<file path="src/rtl/axi_lite_to_mm_if.sv">
// AXI4-Lite slave-side bundle between the PS GP master and axi_lite_to_mm.
interface axi_lite_to_mm_if #(
    parameter int ADDR_WIDTH = 8,
    parameter int DATA_WIDTH = 32
);
    logic [ADDR_WIDTH-1:0]   awaddr;
    logic                    awvalid;
    logic                    awready;
    logic [DATA_WIDTH-1:0]   wdata;
    logic [DATA_WIDTH/8-1:0] wstrb;
    logic                    wvalid;
    logic                    wready;
    logic [1:0]              bresp;
    logic                    bvalid;
    logic                    bready;
    logic [ADDR_WIDTH-1:0]   araddr;
    logic                    arvalid;
    logic                    arready;
    logic [DATA_WIDTH-1:0]   rdata;
    logic [1:0]              rresp;
    logic                    rvalid;
    logic                    rready;

    modport slave (
        input  awaddr, awvalid, wdata, wstrb, wvalid, bready, araddr, arvalid, rready,
        output awready, wready, bresp, bvalid, arready, rdata, rresp, rvalid
    );

    modport master (
        output awaddr, awvalid, wdata, wstrb, wvalid, bready, araddr, arvalid, rready,
        input  awready, wready, bresp, bvalid, arready, rdata, rresp, rvalid
    );
endinterface

</file>
<file path="src/rtl/axi_lite_to_mm.sv">
// AXI4-Lite slave to single-cycle MM strobe bridge for the PL register file.
// Optional macro AXI_LITE_ADDR_CHECK_EN: word index >= NUM_REGS answers SLVERR with no strobe.
//
// state  | meaning
// W_IDLE | collecting AW and W (either order), readies follow the held flags
// W_EXEC | one-cycle wr_en pulse
// W_RESP | bvalid held until bready
// R_IDLE | arready high, waiting for AR
// R_EXEC | one-cycle rd_en pulse, rd_din registered into rdata
// R_DATA | rvalid held until rready
module axi_lite_to_mm #(
    parameter int ADDR_WIDTH = 8,
    parameter int DATA_WIDTH = 32,
    parameter int NUM_REGS   = 3
) (
    input  logic                    aclk,
    input  logic                    areset,
    axi_lite_to_mm_if.slave         s_axi,
    output logic [ADDR_WIDTH-1:0]   wr_addr,
    output logic [DATA_WIDTH-1:0]   wr_dout,
    output logic [DATA_WIDTH/8-1:0] wr_be,
    output logic                    wr_en,
    output logic [ADDR_WIDTH-1:0]   rd_addr,
    output logic                    rd_en,
    input  logic [DATA_WIDTH-1:0]   rd_din
);

    localparam logic [1:0] RESP_OKAY   = 2'b00;
    localparam logic [1:0] RESP_SLVERR = 2'b10;

`ifdef AXI_LITE_ADDR_CHECK_EN
    localparam bit ADDR_CHECK = 1'b1;
`else
    localparam bit ADDR_CHECK = 1'b0;
`endif

    typedef enum logic [1:0] {W_IDLE, W_EXEC, W_RESP} w_state_t;
    typedef enum logic [1:0] {R_IDLE, R_EXEC, R_DATA} r_state_t;

    w_state_t w_state;
    r_state_t r_state;

    logic aw_held;
    logic w_held;
    logic w_err;
    logic r_err;
    logic aw_fire;
    logic w_fire;
    logic ar_fire;
    logic aw_err;
    logic ar_err;
    logic [ADDR_WIDTH-3:0] aw_word;

    assign aw_fire = s_axi.awvalid && s_axi.awready;
    assign w_fire  = s_axi.wvalid && s_axi.wready;
    assign ar_fire = s_axi.arvalid && s_axi.arready;

    // AW may land in the same cycle the write launches, so decode the live address then.
    assign aw_word = aw_fire ? s_axi.awaddr[ADDR_WIDTH-1:2] : wr_addr[ADDR_WIDTH-1:2];
    assign aw_err  = ADDR_CHECK && (32'(aw_word) >= 32'(NUM_REGS));
    assign ar_err  = ADDR_CHECK && (32'(s_axi.araddr[ADDR_WIDTH-1:2]) >= 32'(NUM_REGS));

    always_ff @(posedge aclk) begin
        if (areset) begin
            w_state       <= W_IDLE;
            aw_held       <= 1'b0;
            w_held        <= 1'b0;
            w_err         <= 1'b0;
            wr_addr       <= '0;
            wr_dout       <= '0;
            wr_be         <= '0;
            wr_en         <= 1'b0;
            s_axi.awready <= 1'b0;
            s_axi.wready  <= 1'b0;
            s_axi.bvalid  <= 1'b0;
            s_axi.bresp   <= RESP_OKAY;
        end else begin
            case (w_state)
                W_IDLE: begin
                    if (aw_fire) begin
                        wr_addr <= s_axi.awaddr;
                        aw_held <= 1'b1;
                    end
                    if (w_fire) begin
                        wr_dout <= s_axi.wdata;
                        wr_be   <= s_axi.wstrb;
                        w_held  <= 1'b1;
                    end
                    if ((aw_held || aw_fire) && (w_held || w_fire)) begin
                        w_state       <= W_EXEC;
                        wr_en         <= !aw_err;
                        w_err         <= aw_err;
                        s_axi.awready <= 1'b0;
                        s_axi.wready  <= 1'b0;
                    end else begin
                        s_axi.awready <= !(aw_held || aw_fire);
                        s_axi.wready  <= !(w_held || w_fire);
                    end
                end
                W_EXEC: begin
                    wr_en        <= 1'b0;
                    s_axi.bvalid <= 1'b1;
                    s_axi.bresp  <= w_err ? RESP_SLVERR : RESP_OKAY;
                    w_state      <= W_RESP;
                end
                W_RESP: begin
                    if (s_axi.bready) begin
                        s_axi.bvalid  <= 1'b0;
                        s_axi.bresp   <= RESP_OKAY;
                        aw_held       <= 1'b0;
                        w_held        <= 1'b0;
                        s_axi.awready <= 1'b1;
                        s_axi.wready  <= 1'b1;
                        w_state       <= W_IDLE;
                    end
                end
                default: w_state <= W_IDLE;
            endcase
        end
    end

    always_ff @(posedge aclk) begin
        if (areset) begin
            r_state       <= R_IDLE;
            r_err         <= 1'b0;
            rd_addr       <= '0;
            rd_en         <= 1'b0;
            s_axi.arready <= 1'b0;
            s_axi.rvalid  <= 1'b0;
            s_axi.rdata   <= '0;
            s_axi.rresp   <= RESP_OKAY;
        end else begin
            case (r_state)
                R_IDLE: begin
                    if (ar_fire) begin
                        rd_addr       <= s_axi.araddr;
                        rd_en         <= !ar_err;
                        r_err         <= ar_err;
                        s_axi.arready <= 1'b0;
                        r_state       <= R_EXEC;
                    end else begin
                        s_axi.arready <= 1'b1;
                    end
                end
                R_EXEC: begin
                    // rd_din is sampled before any same-cycle write lands, giving pre-write data.
                    rd_en        <= 1'b0;
                    s_axi.rdata  <= r_err ? '0 : rd_din;
                    s_axi.rresp  <= r_err ? RESP_SLVERR : RESP_OKAY;
                    s_axi.rvalid <= 1'b1;
                    r_state      <= R_DATA;
                end
                R_DATA: begin
                    if (s_axi.rready) begin
                        s_axi.rvalid  <= 1'b0;
                        s_axi.arready <= 1'b1;
                        r_state       <= R_IDLE;
                    end
                end
                default: r_state <= R_IDLE;
            endcase
        end
    end

endmodule

</file>
<file path="src/flat_wrapper.sv">
// flat-port wrapper written by rule: the top's interface ports become plain ports
module axi_lite_to_mm_flat 
#(
    parameter int ADDR_WIDTH = 8,
    parameter int DATA_WIDTH = 32,
    parameter int NUM_REGS   = 3
)
  (aclk, areset, wr_addr, wr_dout, wr_be, wr_en, rd_addr, rd_en, rd_din, s_axi_awaddr, s_axi_awvalid, s_axi_wdata, s_axi_wstrb, s_axi_wvalid, s_axi_bready, s_axi_araddr, s_axi_arvalid, s_axi_rready, s_axi_awready, s_axi_wready, s_axi_bresp, s_axi_bvalid, s_axi_arready, s_axi_rdata, s_axi_rresp, s_axi_rvalid);
  axi_lite_to_mm_if #(.ADDR_WIDTH(ADDR_WIDTH), .DATA_WIDTH(DATA_WIDTH)) s_axi_i ();
  input  logic aclk;
  input  logic areset;
  output logic [ADDR_WIDTH-1:0] wr_addr;
  output logic [DATA_WIDTH-1:0] wr_dout;
  output logic [DATA_WIDTH/8-1:0] wr_be;
  output logic wr_en;
  output logic [ADDR_WIDTH-1:0] rd_addr;
  output logic rd_en;
  input  logic [DATA_WIDTH-1:0] rd_din;
  input wire logic [$bits(s_axi_i.awaddr)-1:0] s_axi_awaddr;
  input wire logic [$bits(s_axi_i.awvalid)-1:0] s_axi_awvalid;
  input wire logic [$bits(s_axi_i.wdata)-1:0] s_axi_wdata;
  input wire logic [$bits(s_axi_i.wstrb)-1:0] s_axi_wstrb;
  input wire logic [$bits(s_axi_i.wvalid)-1:0] s_axi_wvalid;
  input wire logic [$bits(s_axi_i.bready)-1:0] s_axi_bready;
  input wire logic [$bits(s_axi_i.araddr)-1:0] s_axi_araddr;
  input wire logic [$bits(s_axi_i.arvalid)-1:0] s_axi_arvalid;
  input wire logic [$bits(s_axi_i.rready)-1:0] s_axi_rready;
  output wire logic [$bits(s_axi_i.awready)-1:0] s_axi_awready;
  output wire logic [$bits(s_axi_i.wready)-1:0] s_axi_wready;
  output wire logic [$bits(s_axi_i.bresp)-1:0] s_axi_bresp;
  output wire logic [$bits(s_axi_i.bvalid)-1:0] s_axi_bvalid;
  output wire logic [$bits(s_axi_i.arready)-1:0] s_axi_arready;
  output wire logic [$bits(s_axi_i.rdata)-1:0] s_axi_rdata;
  output wire logic [$bits(s_axi_i.rresp)-1:0] s_axi_rresp;
  output wire logic [$bits(s_axi_i.rvalid)-1:0] s_axi_rvalid;
  assign s_axi_i.awaddr = s_axi_awaddr;
  assign s_axi_i.awvalid = s_axi_awvalid;
  assign s_axi_i.wdata = s_axi_wdata;
  assign s_axi_i.wstrb = s_axi_wstrb;
  assign s_axi_i.wvalid = s_axi_wvalid;
  assign s_axi_i.bready = s_axi_bready;
  assign s_axi_i.araddr = s_axi_araddr;
  assign s_axi_i.arvalid = s_axi_arvalid;
  assign s_axi_i.rready = s_axi_rready;
  assign s_axi_awready = s_axi_i.awready;
  assign s_axi_wready = s_axi_i.wready;
  assign s_axi_bresp = s_axi_i.bresp;
  assign s_axi_bvalid = s_axi_i.bvalid;
  assign s_axi_arready = s_axi_i.arready;
  assign s_axi_rdata = s_axi_i.rdata;
  assign s_axi_rresp = s_axi_i.rresp;
  assign s_axi_rvalid = s_axi_i.rvalid;
  axi_lite_to_mm #(.ADDR_WIDTH(ADDR_WIDTH), .DATA_WIDTH(DATA_WIDTH), .NUM_REGS(NUM_REGS)) u_core (.aclk(aclk), .areset(areset), .s_axi(s_axi_i), .wr_addr(wr_addr), .wr_dout(wr_dout), .wr_be(wr_be), .wr_en(wr_en), .rd_addr(rd_addr), .rd_en(rd_en), .rd_din(rd_din));
endmodule
</file>
<file path="config.mk">
export PLATFORM = sky130hd
export DESIGN_NAME = axi_lite_to_mm_flat
export DESIGN_NICKNAME = d
export VERILOG_FILES = /design/src/rtl/axi_lite_to_mm_if.sv /design/src/rtl/axi_lite_to_mm.sv /design/src/flat_wrapper.sv
export SDC_FILE = /design/constraint.sdc
export NUM_CORES = 1
export LEC_CHECK = 0
export ABC_AREA = 1
export CORE_UTILIZATION = 39
export CTS_CLUSTER_DIAMETER = 40
export CTS_CLUSTER_SIZE = 16
export DETAILED_ROUTE_END_ITERATION = 8
export HOLD_SLACK_MARGIN = 0.03
export PLACE_DENSITY = 0.77
export SYNTH_ARGS = -nofsm -noshare
export SYNTH_HDL_FRONTEND = slang
export SYNTH_SLANG_ARGS = --single-unit
</file>
<file path="constraint.sdc">
create_clock -name aclk -period 1.55 [get_ports aclk]
set_input_delay 0.465 -clock aclk [delete_from_list [all_inputs] [get_ports aclk]]
set_output_delay 0.465 -clock aclk [all_outputs]
set_load 0.05 [all_outputs]
</file>
==> out/metrics.cfg <==
[placed_design]
dp_hpwl_mm = 7.66
gp_congestion = 0.806
place_area_um2 = 6290
port_buffers = 181

[yosys]
ys_ff_latch = 97
avgSynthCellArea_um2 = 7.91
seq_area_frac_synth = 0.559
synth_cells = 439
yosys.cell_types.count = 20
netlist_area_um2 = 3470
yosysWarningCount = 0

[timing]
setup_viol = 0
fmax_ghz = 0.688
fin_crit_ps = 1450
hold_viol = 0
tightest_slew_ps = 582
rsz0062_at_grt = false
post-route-period-util = 0.938
relSlewSlack = 0.611
fin_skew_ps = 10.3
worst_hold_slack_ps = 474
drv_slew = 0

[detailed_routing]
ant_nets = 0
drc_errors = 0
drt_iter0_drc = 72
wire_per_inst_um = 13.7
wirelength_mm = 9.99
vias_per_cell = 4.84
num_vias = 3527
drt_first_pass_iters = 5

[final_layout]
final_area_um2 = 6460
final_common_cell = nor2_1
num_antenna_cells = 0
area_delta_synth_final_pct = 86.1
layout_common_cells = nor2_1 (161), dfxtp_1 (97), buf_12 (95)
finalNetCount = 707
drive_above_1_share = 0.208
fillers = 610

[power]
power_frac_comb = 0.328
switching_share = 0.322
p_clk_frac = 0.233
ir_worst_vdd_uv = 604
p_leak_nw = 2.67
p_int_mw = 4.50
p_seq_frac = 0.438
switchingPower_mw = 2.14
power_density_nw_per_um2 = 1030

[worst_setup_path]
crit_chain = clkdlybuf4s50_1, nand2_1, inv_1, nand2_1, buf_12, inv_8, nor2_1, nor2_1
r2r_start = u_core.s_axi.wready
required_ps = 1830
start_kind = input pin
rrSetupSlack_ps = 230
arrival_ps = 1740
reg2reg_to = u_core.wr_dout[27]
critPathMaxStageDelay_ps = 460
endpoint_kind = register
cp_slowest_cell = clkdlybuf4s50_1
worstPathMaxFanout = 37
rr_worst_depth = 7
crit_type = in -> reg

[floorplan]
die_h_um = 96.4
dieArea_um2 = 9290
start_util = 0.400
dieWidth_um = 96.4
fp-row-count = 34
coreArea_um2 = 8680
pin_count = 186

[global_route]
grt_max_degree = 38
grt_pass1_vias = 3379
grt_usage = 0.217
grt_pass1_wl_mm = 15.4
overflow = 0
grt_antenna_before_repair = 0

[clock_tree]
cts_resized = 0
hold_buffers = 0
cts_max_path_buffers = 2
cts_tree = done
cts-buffers-inserted = 9
clk_pin_slew_worst_paths_ps = 80
cts.root.buffer_cell = clkbuf_8
worst_skew_pair.late_latency_ps = 340
post_cts_buffers = 0
h-tree-depth = 3
clock_sinks = 97

[worst_hold_path]
hold_start = u_core.w_held
hp-class = reg -> reg
holdPathEnd = u_core.w_held
whs_path_depth = 2

[run]
drv_cap = 0

[outcome]
outcome = finished, final reports clean

[power by group through the flow]
stage               clock [mW]  sequential, mW  combinational (mW)
floorplan                    0            3.51               0.443
global placement             0            2.96                2.14
detailed placement           0            2.97                2.18
CTS                       1.59            2.91                2.19
global route              1.68            2.94                2.29
finish                    1.55            2.91                2.18
[layout make-up]
cell class	count	area (um2)	area share
clock buffers	12	135	0.0209
clock inverters	3	42.5	0.00658
inverters	14	60.1	0.00929
multi-input cells	303	1300	0.201
flip-flops and latches	97	1940	0.300
well taps	108	135	0.0209
repair buffers	191	2850	0.440
[metrics by stage]
stage	setup WS [ps]	power (mW)	cells	TNS, ps	util
after floorplan	110	3.95	442	0	-
after global placement	-175	5.10	713	-8350	0.724
after detailed placement	-267	5.16	713	-11340	0.724
after CTS	108	6.69	728	0	0.745
after global routing	9.25	6.91	728	0	0.745
final	96.5	6.64	728	0	0.745
[worst max-delay path: cells and delay by family]
family        cells  cell delay (ps)
simple gates      4              340
buf+inv           4              910
[synthesized netlist by cell type, drive strengths merged]
master    n  area share
buf      15       0.038
conb      1      0.0011
o21bai    1      0.0022
nand2    22       0.024
a21oi    12       0.017
nand3b    1      0.0022
nand3     6      0.0086
clkbuf   13       0.014
dfxtp    97        0.56
o21ai    84        0.12
nor2    173        0.20
inv      14       0.017
[routing by layer]
layer	wire [um]	vias up	track usage
met2	4880	160	0.379
met5	0	-	0
met4	200	0	0.0833
met1	3870	1610	0.242
li1	-	1739	-
met3	1050	18	0.0775
[how the worst max path moves through the flow]
stage | to | startpoint | cells after the start | slack (ps)
5_1_grt | u_core.wr_dout[27] | s_axi_wvalid | 8 | 9
6_report | u_core.wr_dout[27] | s_axi_wvalid | 8 | 100
2_1_floorplan | u_core.wr_dout[17] | u_core.s_axi.wready | 7 | 110
3_5_place_dp | u_core.wr_dout[2] | s_axi_wvalid | 8 | -270
3_3_place_gp | u_core.wr_be[0] | s_axi_wvalid | 8 | -180
4_1_cts | u_core.wr_dout[2] | s_axi_wvalid | 8 | 110
[state kept, by name, summed over array words and instances (netlist names), 2 cells and up]
name and count:
u_core.s_axi.rdata 32, u_core.wr_dout 32, u_core.rd_addr 8, u_core.wr_addr 8
u_core.wr_be 4, u_core.r_state 2, u_core.w_state 2
[cell families (layout without fill, tap and decap cells)]
kind of cell | after synthesis | in the layout | synth area share
buffers and inverters | 42 | 220 | 0.0695
and+or+nand+nor | 202 | 202 | 0.230
DFF | 97 | 97 | 0.559
AOI/OAI and AO/OA | 97 | 97 | 0.140
other | 1 | 4 | 0.00108
Note: power is estimated with default switching activity, not from simulation.
